===== src/rtl/cache_ctrl.sv =====
// Direct-mapped, write-back, write-allocate cache controller between a CPU load/store
// port, an external Status_Tag/Data RAM pair (1-cycle read latency) and a line-wide memory port.
module cache_ctrl #(
   parameter int tag_len    = 13,
   parameter int index_len  = 10,
   parameter int offset_len = 4,
   localparam int LINE   = 32 * (2 ** (offset_len - 2)),
   localparam int ADDR_W = tag_len + index_len + offset_len,
   localparam int WSEL_W = offset_len - 2
) (
   input  logic                         clk,
   input  logic                         rstn,
   input  logic                         req_valid,
   input  logic                         req_we,
   input  logic [ADDR_W-1:0]            req_addr,
   input  logic [31:0]                  req_wdata,
   output logic                         req_ready,
   output logic                         resp_valid,
   output logic [31:0]                  resp_rdata,
   output logic [index_len-1:0]         ram_addr,
   output logic                         ram_tag_we,
   output logic                         ram_data_we,
   output logic [tag_len-1:0]           ram_tag_in,
   output logic [2:0]                   ram_status_in,
   input  logic [tag_len-1:0]           ram_tag_out,
   input  logic [2:0]                   ram_status_out,
   output logic [LINE-1:0]              ram_data_in,
   input  logic [LINE-1:0]              ram_data_out,
   output logic                         mem_req_valid,
   output logic                         mem_req_we,
   output logic [tag_len+index_len-1:0] mem_req_addr,
   output logic [LINE-1:0]              mem_wdata,
   input  logic                         mem_req_ready,
   input  logic                         mem_resp_valid,
   input  logic [LINE-1:0]              mem_rdata
);

   typedef enum logic [2:0] {
      S_INIT, S_IDLE, S_LOOKUP, S_WB, S_FILL_REQ, S_FILL_WAIT, S_REFILL
   } state_t;

   localparam logic [index_len-1:0] IDX_ONE = 1;

   state_t                r_state;
   state_t                w_next;
   logic [index_len-1:0]  r_init_cnt;
   logic [ADDR_W-3:0]     r_addr;
   logic                  r_we;
   logic [31:0]           r_wdata;
   logic [tag_len-1:0]    r_vic_tag;
   logic [LINE-1:0]       r_vic_data;
   logic [LINE-1:0]       r_fill;
   logic                  r_resp_valid;
   logic [31:0]           r_resp_rdata;

   logic [index_len-1:0]  w_req_idx;
   logic [index_len-1:0]  w_idx;
   logic [tag_len-1:0]    w_tag;
   logic [WSEL_W-1:0]     w_wsel;
   logic                  w_hit;
   logic [31:0]           w_hit_word;
   logic [31:0]           w_fill_word;
   logic [LINE-1:0]       w_hit_line;
   logic [LINE-1:0]       w_fill_line;
   logic                  w_unused;

   // Byte-within-word bits never reach the cache.
   assign w_unused    = ^req_addr[1:0];
   assign w_req_idx   = req_addr[offset_len +: index_len];
   assign w_idx       = r_addr[WSEL_W +: index_len];
   assign w_tag       = r_addr[WSEL_W + index_len +: tag_len];
   assign w_wsel      = r_addr[0 +: WSEL_W];
   assign w_hit       = ram_status_out[0] && (ram_tag_out == w_tag);
   assign w_hit_word  = ram_data_out[32 * w_wsel +: 32];
   assign w_fill_word = r_fill[32 * w_wsel +: 32];
   assign resp_valid  = r_resp_valid;
   assign resp_rdata  = r_resp_rdata;

   always_comb begin
      w_hit_line = ram_data_out;
      w_hit_line[32 * w_wsel +: 32] = r_wdata;
      w_fill_line = r_fill;
      if (r_we) w_fill_line[32 * w_wsel +: 32] = r_wdata;
   end

   always_ff @(posedge clk or negedge rstn) begin
      if (!rstn) r_state <= S_INIT;
      else       r_state <= w_next;
   end

   always_comb begin
      w_next = r_state;
      unique case (r_state)
         S_INIT:      if (r_init_cnt == '1) w_next = S_IDLE;
         S_IDLE:      if (req_valid) w_next = S_LOOKUP;
         S_LOOKUP: begin
            if (w_hit)                          w_next = S_IDLE;
            else if (ram_status_out == 3'b011)  w_next = S_WB;
            else                                w_next = S_FILL_REQ;
         end
         S_WB:        if (mem_req_ready) w_next = S_FILL_REQ;
         S_FILL_REQ:  if (mem_req_ready) w_next = S_FILL_WAIT;
         S_FILL_WAIT: if (mem_resp_valid) w_next = S_REFILL;
         S_REFILL:    w_next = S_IDLE;
         default:     w_next = S_INIT;
      endcase
   end

   always_comb begin
      req_ready     = 1'b0;
      ram_addr      = w_idx;
      ram_tag_we    = 1'b0;
      ram_data_we   = 1'b0;
      ram_tag_in    = '0;
      ram_status_in = 3'b000;
      ram_data_in   = '0;
      mem_req_valid = 1'b0;
      mem_req_we    = 1'b0;
      mem_req_addr  = '0;
      mem_wdata     = '0;
      unique case (r_state)
         // Gated by rstn so the clearing writes stop the moment reset asserts.
         S_INIT: begin
            ram_addr   = r_init_cnt;
            ram_tag_we = rstn;
         end
         S_IDLE: begin
            req_ready = 1'b1;
            ram_addr  = w_req_idx;
         end
         S_LOOKUP: begin
            if (w_hit && r_we) begin
               ram_tag_we    = 1'b1;
               ram_data_we   = 1'b1;
               ram_tag_in    = w_tag;
               ram_status_in = 3'b011;
               ram_data_in   = w_hit_line;
            end
         end
         S_WB: begin
            mem_req_valid = 1'b1;
            mem_req_we    = 1'b1;
            mem_req_addr  = {r_vic_tag, w_idx};
            mem_wdata     = r_vic_data;
         end
         S_FILL_REQ: begin
            mem_req_valid = 1'b1;
            mem_req_addr  = {w_tag, w_idx};
         end
         S_REFILL: begin
            ram_tag_we    = 1'b1;
            ram_data_we   = 1'b1;
            ram_tag_in    = w_tag;
            ram_status_in = {1'b0, r_we, 1'b1};
            ram_data_in   = w_fill_line;
         end
         default: ;
      endcase
   end

   always_ff @(posedge clk or negedge rstn) begin
      if (!rstn) begin
         r_init_cnt   <= '0;
         r_addr       <= '0;
         r_we         <= 1'b0;
         r_wdata      <= '0;
         r_vic_tag    <= '0;
         r_vic_data   <= '0;
         r_fill       <= '0;
         r_resp_valid <= 1'b0;
         r_resp_rdata <= '0;
      end else begin
         r_resp_valid <= 1'b0;
         unique case (r_state)
            S_INIT: r_init_cnt <= r_init_cnt + IDX_ONE;
            S_IDLE: begin
               if (req_valid) begin
                  r_addr  <= req_addr[ADDR_W-1:2];
                  r_we    <= req_we;
                  r_wdata <= req_wdata;
               end
            end
            S_LOOKUP: begin
               r_vic_tag  <= ram_tag_out;
               r_vic_data <= ram_data_out;
               if (w_hit) begin
                  r_resp_valid <= 1'b1;
                  r_resp_rdata <= w_hit_word;
               end
            end
            S_FILL_WAIT: if (mem_resp_valid) r_fill <= mem_rdata;
            S_REFILL: begin
               r_resp_valid <= 1'b1;
               r_resp_rdata <= w_fill_word;
            end
            default: ;
         endcase
      end
   end

endmodule


===== config.mk =====
export PLATFORM = sky130hd
export DESIGN_NAME = cache_ctrl
export DESIGN_NICKNAME = d
export VERILOG_FILES = /design/src/rtl/cache_ctrl.sv
export SDC_FILE = /design/constraint.sdc
export NUM_CORES = 1
export LEC_CHECK = 0
export BUFFER_PORTS_ARGS = -buffer_cell sky130_fd_sc_hd__buf_4
export CAP_MARGIN = 15
export CORE_AREA = 3 3 263 265
export DETAILED_ROUTE_END_ITERATION = 10
export DIE_AREA = 0 0 266 268
export SYNTH_ARGS = -nofsm -noshare
export SYNTH_HDL_FRONTEND = slang
export SYNTH_SLANG_ARGS = --single-unit
export TNS_END_PERCENT = 50

===== constraint.sdc =====
create_clock -name clk -period 3.2 [get_ports clk]
set_clock_uncertainty 0.05 [all_clocks]
set_input_delay 0 -clock clk [delete_from_list [all_inputs] [get_ports clk]]
set_output_delay 0 -clock clk [all_outputs]
set_load 0.05 [all_outputs]

; ---- Word level (Yosys, flattened, before mapping)
; Index checks and enable logic that the tools add are counted.
[word_totals]
wordCells = 70
n_memories = 0
out_inout_bits = 343
ramBits = 0
register_bits = 373
rom_bits = 0
latchBits = 0
in_bits = 337
[op_classes]
add_sub_neg = 2
mul = 0
div = 0
n_shift = 4
n_reduce_logical = 9
bitwise_logic = 0
n_eq_ne = 15
muxes = 30
magnitude_cmp = 0
[ops]
columns = cell, count
row1 = two-way mux 128 bit, 3
row2 = bitwise mux 128 bit, 2
row3 = one-hot mux 128 bit (2 select lines), 1
row4 = indexed part select 128 x 8 -> 32 bit, 2
row5 = variable shift 32 x 34 -> 128 bit (first input constant), 1
row6 = indexed part select 32 x 34 -> 128 bit, 1
row7 = one-hot mux 32 bit (2 select lines), 1
row8 = one-hot mux 23 bit (2 select lines), 1
row9 = negation 7 -> 34 bit, 1
row10 = two-way mux 32 bit, 1
row11 = one-hot mux 13 bit (2 select lines), 1
row12 = two-way mux 3 bit, 7
row13 = one-hot mux 3 bit (7 select lines), 1
row14 = one-hot mux 10 bit (2 select lines), 1
row15 = equality test 13 bit, 1
row16 = two-way mux 13 bit, 1
row17 = != test 2 bit (second input constant), 6
row18 = adder 10 x 1 -> 10 bit (second input constant), 1
row19 = equality test 10 bit (second input constant), 1
row20 = equality test 3 x 2 -> 1 bit (second input constant), 3
row21 = equality test 3 bit (second input constant), 3
row22 = AND reduction 2 bit, 3
row23 = two-way mux 1 bit, 5
row24 = AND reduction 5 bit, 1
row25 = 9 further kinds, 11

; ---- Longest topological paths before layout
[logic_depth]
ltp_word = 5
mapped_depth = 9
mapped_depth_nobuf = 6

; ---- Worst setup path before layout
; OpenSTA, ideal clock, no wires.
[synth_timing]
kind = flip-flop to output port
startpoint = register r_addr[1]
endpoint = output ram_data_in[32]
path_slack_ns = 0.122
path_stages_with_launch = 10
path_buffers = 5
arrival_time_ns = 3.028
required_time_ns = 3.150
path_cell_list = dfrtp_1 buf_2 inv_1 clkbuf_1 ha_1 clkbuf_1 clkbuf_1 clkbuf_1 a31oi_1 o22ai_1
[synth_between]
elab_chain_len = 5
word_cells_on_any_way = 8
classes_between = add/sub: 1 / shift: 2 / mux: 5
[synth_lines]
columns = item, line
row1 = "start, declared", 47  ; logic [ADDR_W-3:0] r_addr;
row2 = "start signal, assigned", 178  ; r_addr <= req_addr[ADDR_W-1:2];
row3 = negation 7 -> 34 bit *, "81, 83"
row4 = indexed part select 32 x 34 -> 128 bit or variable shift 32 x 34 -> 128 bit (tied branches), "81, 83"
row5 = "bitwise mux 128 bit, on equally long branches", "83, 81"
row6 = "two-way mux 128 bit, on equally long branches", "83, 132"
row7 = one-hot mux 128 bit (2 select lines) *, 121  ; unique case (r_state)
row8 = "end, declared", 27  ; output logic [LINE-1:0] ram_data_in,
; Mark *: on every way between the ends. The rest lies on a longest branch, timed or not.

; ---- Worst setup path after layout
[layout_timing]
startpoint = register r_addr[16]
endpoint = output ram_data_in[122]
[layout_between]
elab_chain_len = 5
[layout_lines]
columns = item, line
row1 = equality test 13 bit, 73  ; assign w_hit = ram_status_out[0] && (ram_tag_out == w_tag);
row2 = logical AND 1 bit, 73
row3 = logical AND 1 bit, 132  ; if (w_hit && r_we) begin
row4 = two-way mux 128 bit, 132
row5 = one-hot mux 128 bit (2 select lines), 121
; Every way passes these cells.

==> out/results.tsv <==
metric	value	unit
worst_ep_required_time	3.15	ns
yosys-mux-area-fraction	22.24	%
drive_gt1_share	40.12	%
via_count	22724	
multi_input_area	0.01169	mm^2
grt_pass1_wl	153600	um
timing.rr.end	r_state[0]$_DFFE_PN0P_	
wire_per_inst	27.31	um
slew_headroom	46.54	%
final_cells	3978	
final_common_cell	buf_4	
grt_max_degree	114	
maxCapViolCount	0	
synth_cell_types	43	
final-seq-area	0.009343	mm^2
hold_viol_final	0	
end_kind	output pin	
min_to	r_state[1]$_DFFE_PN0P_	
clockPowerShare	48.5	%
power_switching	2.624	mW
numClockSinks	373	
drtAntennaViolNets	0	
ys_ff_latch	373	
holdPathStages	6	
initial_utilization	32.82	%
pwr-share-seq	41.7	%
min_path_type	primary input to flop	
core	0.06704	mm^2
numPortBuffers	676	
dieArea	0.07129	mm^2
die-width	266	um
ys_seq_area_share	42.42	%
die_h	268	um
via_per_inst	5.712	
period_needed	3.100	ns
holdCritStartpoint	ram_status_out[0]	
yosysWarnings	0	
synth-compound-area-share	14.72	%
swShare	23.18	%
numCtsBuffers	46	
synthXorXnorAreaFrac	0.8756	%
cts_max_path_buffers	3	
dp_hpwl	73960	um
internal-power	8.697	mW
r2r_slack	0.29	ns
irDropWorstVdd	0.2935	mV
netlist_area	0.02200	mm^2
clkSlewWorstSetupHoldPaths	0.06	ns
n_fill_cell	6072	
clock-root-buffer	clkbuf_16	
nets	3406	
synth_flop_cell	dfrtp_1	
antenna_found_initial	9	
critPathLaunchType	flop	
final_cell_mix	718 x buf_4, 370 x dfrtp_1, 358 x mux2_2	
fin_util	49.74	%
combPwrFrac	9.8	%
fmax	322.6	MHz
worstMarginPinSlew	0.8019	ns
synth_enable_flop_cells	0	
gr-total-overflow	0	
total_power	11.32	mW
yosys.area_share.simple	14.43	%
syn-num-nets	2489	
cts_tree	yes	
cts_max_level	2	
powerDensity	339.5	mW/mm^2
setup_violations	0	
clk_latency	0.58	ns
criticalPathCategory	flop to output pin	
r2r-start	r_state[0]$_DFFE_PN0P_	
synth_cells	2146	
track_usage	28.68	%
synth_fa_ha_area_share	0.3412	%
min_period_over_period	96.88	%
drtPass1Iterations	6	
dp.cells	3537	
syn_area_per_cell	10.25	um^2
ff2ff_path_depth	6	
critPathArrivalTime	3.05	ns
io_pins	680	
place.gp.congestion	0.8910	
worstPathMaxFanout	30	
rows	95	
grt_pass1_vias	22651	
drcViolationCount	0	
synth_top_family_by_area	multiplexers	
syn_to_final_growth	51.54	%
power_leakage	16.55	nW
routed_wl	108700	um
drt_iter0_markers	2318	
ys_async_sr_fraction	100.0	%
status	completed	
final_max_slew_viol_count	0	
[per-layer routing]
metal	up-vias	wire, um	global-route usage (%)
met5	-	11	0
li1	9798	-	-
met1	11355	43970	37.89
met3	229	10770	7.663
met4	2	3957	9.795
met2	1340	49950	45.72
[layout make-up]
type / instances / area share, %
Clock buffer: 67 / 4.060
Sequential cell: 373 / 28.02
Inverter: 35 / 0.4052
Timing Repair Buffer: 1092 / 28.51
Antenna cell: 9 / 0.06754
Clock inverter: 14 / 0.6078
Multi-Input combinational cell: 1515 / 35.06
Tap cell: 873 / 3.276
[critical path: stages (launching register included)]
cell and delay [ns]:
dfrtp_1 0.46, xnor2_1 0.21, nand4_1 0.12, nor4_2 0.35
buf_4 0.21, nand3_4 0.20, buf_12 0.25, clkbuf_16 0.21
o22ai_1 0.19, buf_4 0.25
[worst max-delay path by stage]
stage	start	end
floorplan	r_addr[1]$_DFFE_PN0P_	ram_data_in[32]
global placement	r_addr[1]$_DFFE_PN0P_	ram_data_in[58]
detailed placement	r_addr[1]$_DFFE_PN0P_	ram_data_in[58]
CTS	r_addr[19]$_DFFE_PN0P_	ram_data_in[115]
global route	r_addr[16]$_DFFE_PN0P_	ram_data_in[31]
finish	r_addr[16]$_DFFE_PN0P_	ram_data_in[122]
[cells by family (layout without fill, tap and decap cells)]
| group | after synthesis | count (layout) |
|---|---|---|
| other | 1 | 10 |
| xor gates and xnor gates | 22 | 22 |
| buffers and inverters | 258 | 1208 |
| muxes | 403 | 403 |
| DFF | 373 | 373 |
| AOI/OAI and AO/OA | 555 | 555 |
| and+or+nand+nor | 528 | 528 |
| adders and majority gates | 6 | 6 |
[what timing repair did]
action	in CTS	in global routing
hold buffers	338	0
pin swaps	1	2
endpoints found under the setup margin	94	87
cloned	1	4
endpoints found under the hold margin	503	0
buffers inserted	3	5
gates resized for setup	3	15
[synthesized netlist by cell type, types with 3 or more instances]
cell,number,share of area (%)
buf_1,4,0.068
dfrtp_1,373,42
mux2_2,358,18
buf_4,6,0.20
inv_1,35,0.60
a22o_1,13,0.52
o21ai_0,46,1.0
nand3_1,3,0.068
buf_6,4,0.20
mux4_2,33,3.4
a21boi_0,13,0.44
nor2b_1,142,4.0
and3_1,289,8.2
a31oi_1,159,4.5
mux2i_1,12,0.55
a21oi_1,189,4.3
nor2_1,37,0.63
nand2_1,28,0.48
buf_2,55,1.3
xnor2_1,20,0.80
nor3b_1,4,0.14
clkbuf_1,154,2.6
and2_1,7,0.20
ha_1,6,0.34
nand4_1,6,0.17
o22ai_1,128,3.6
[power groups by stage]
stage	registers (mW)	clock network [mW]	logic [mW]
after detailed placement	4.80	0	0.745
after CTS	4.72	5.60	1.11
after global routing	4.71	5.79	1.18
after floorplan	4.80	0	0.162
after global placement	4.80	0	0.735
final	4.72	5.49	1.11
[stage by stage]
step | setup TNS, ns | hold WS (ns) | area (um^2) | setup WS [ns]
2_1_floorplan | 0 | -0.3456 | 22000 | 0.1215
3_3_place_gp | 0 | 0.006877 | 28060 | 0.4014
3_5_place_dp | 0 | 0.01187 | 28060 | 0.3866
4_1_cts | -0.04220 | 0.02172 | 33080 | -0.02843
5_1_grt | -0.0004334 | 0.1339 | 33340 | -0.0004334
6_report | 0 | 0.07308 | 33350 | 0.09976
[state kept, by name (all words and copies together) (netlist names)]
name	count
resp_valid	1
r_init_cnt	10
r_vic_data	128
r_fill	128
r_state	3
r_addr	25
r_vic_tag	13
r_we	1
r_wdata	32
resp_rdata	32
Power figures use the tool's default switching activity.
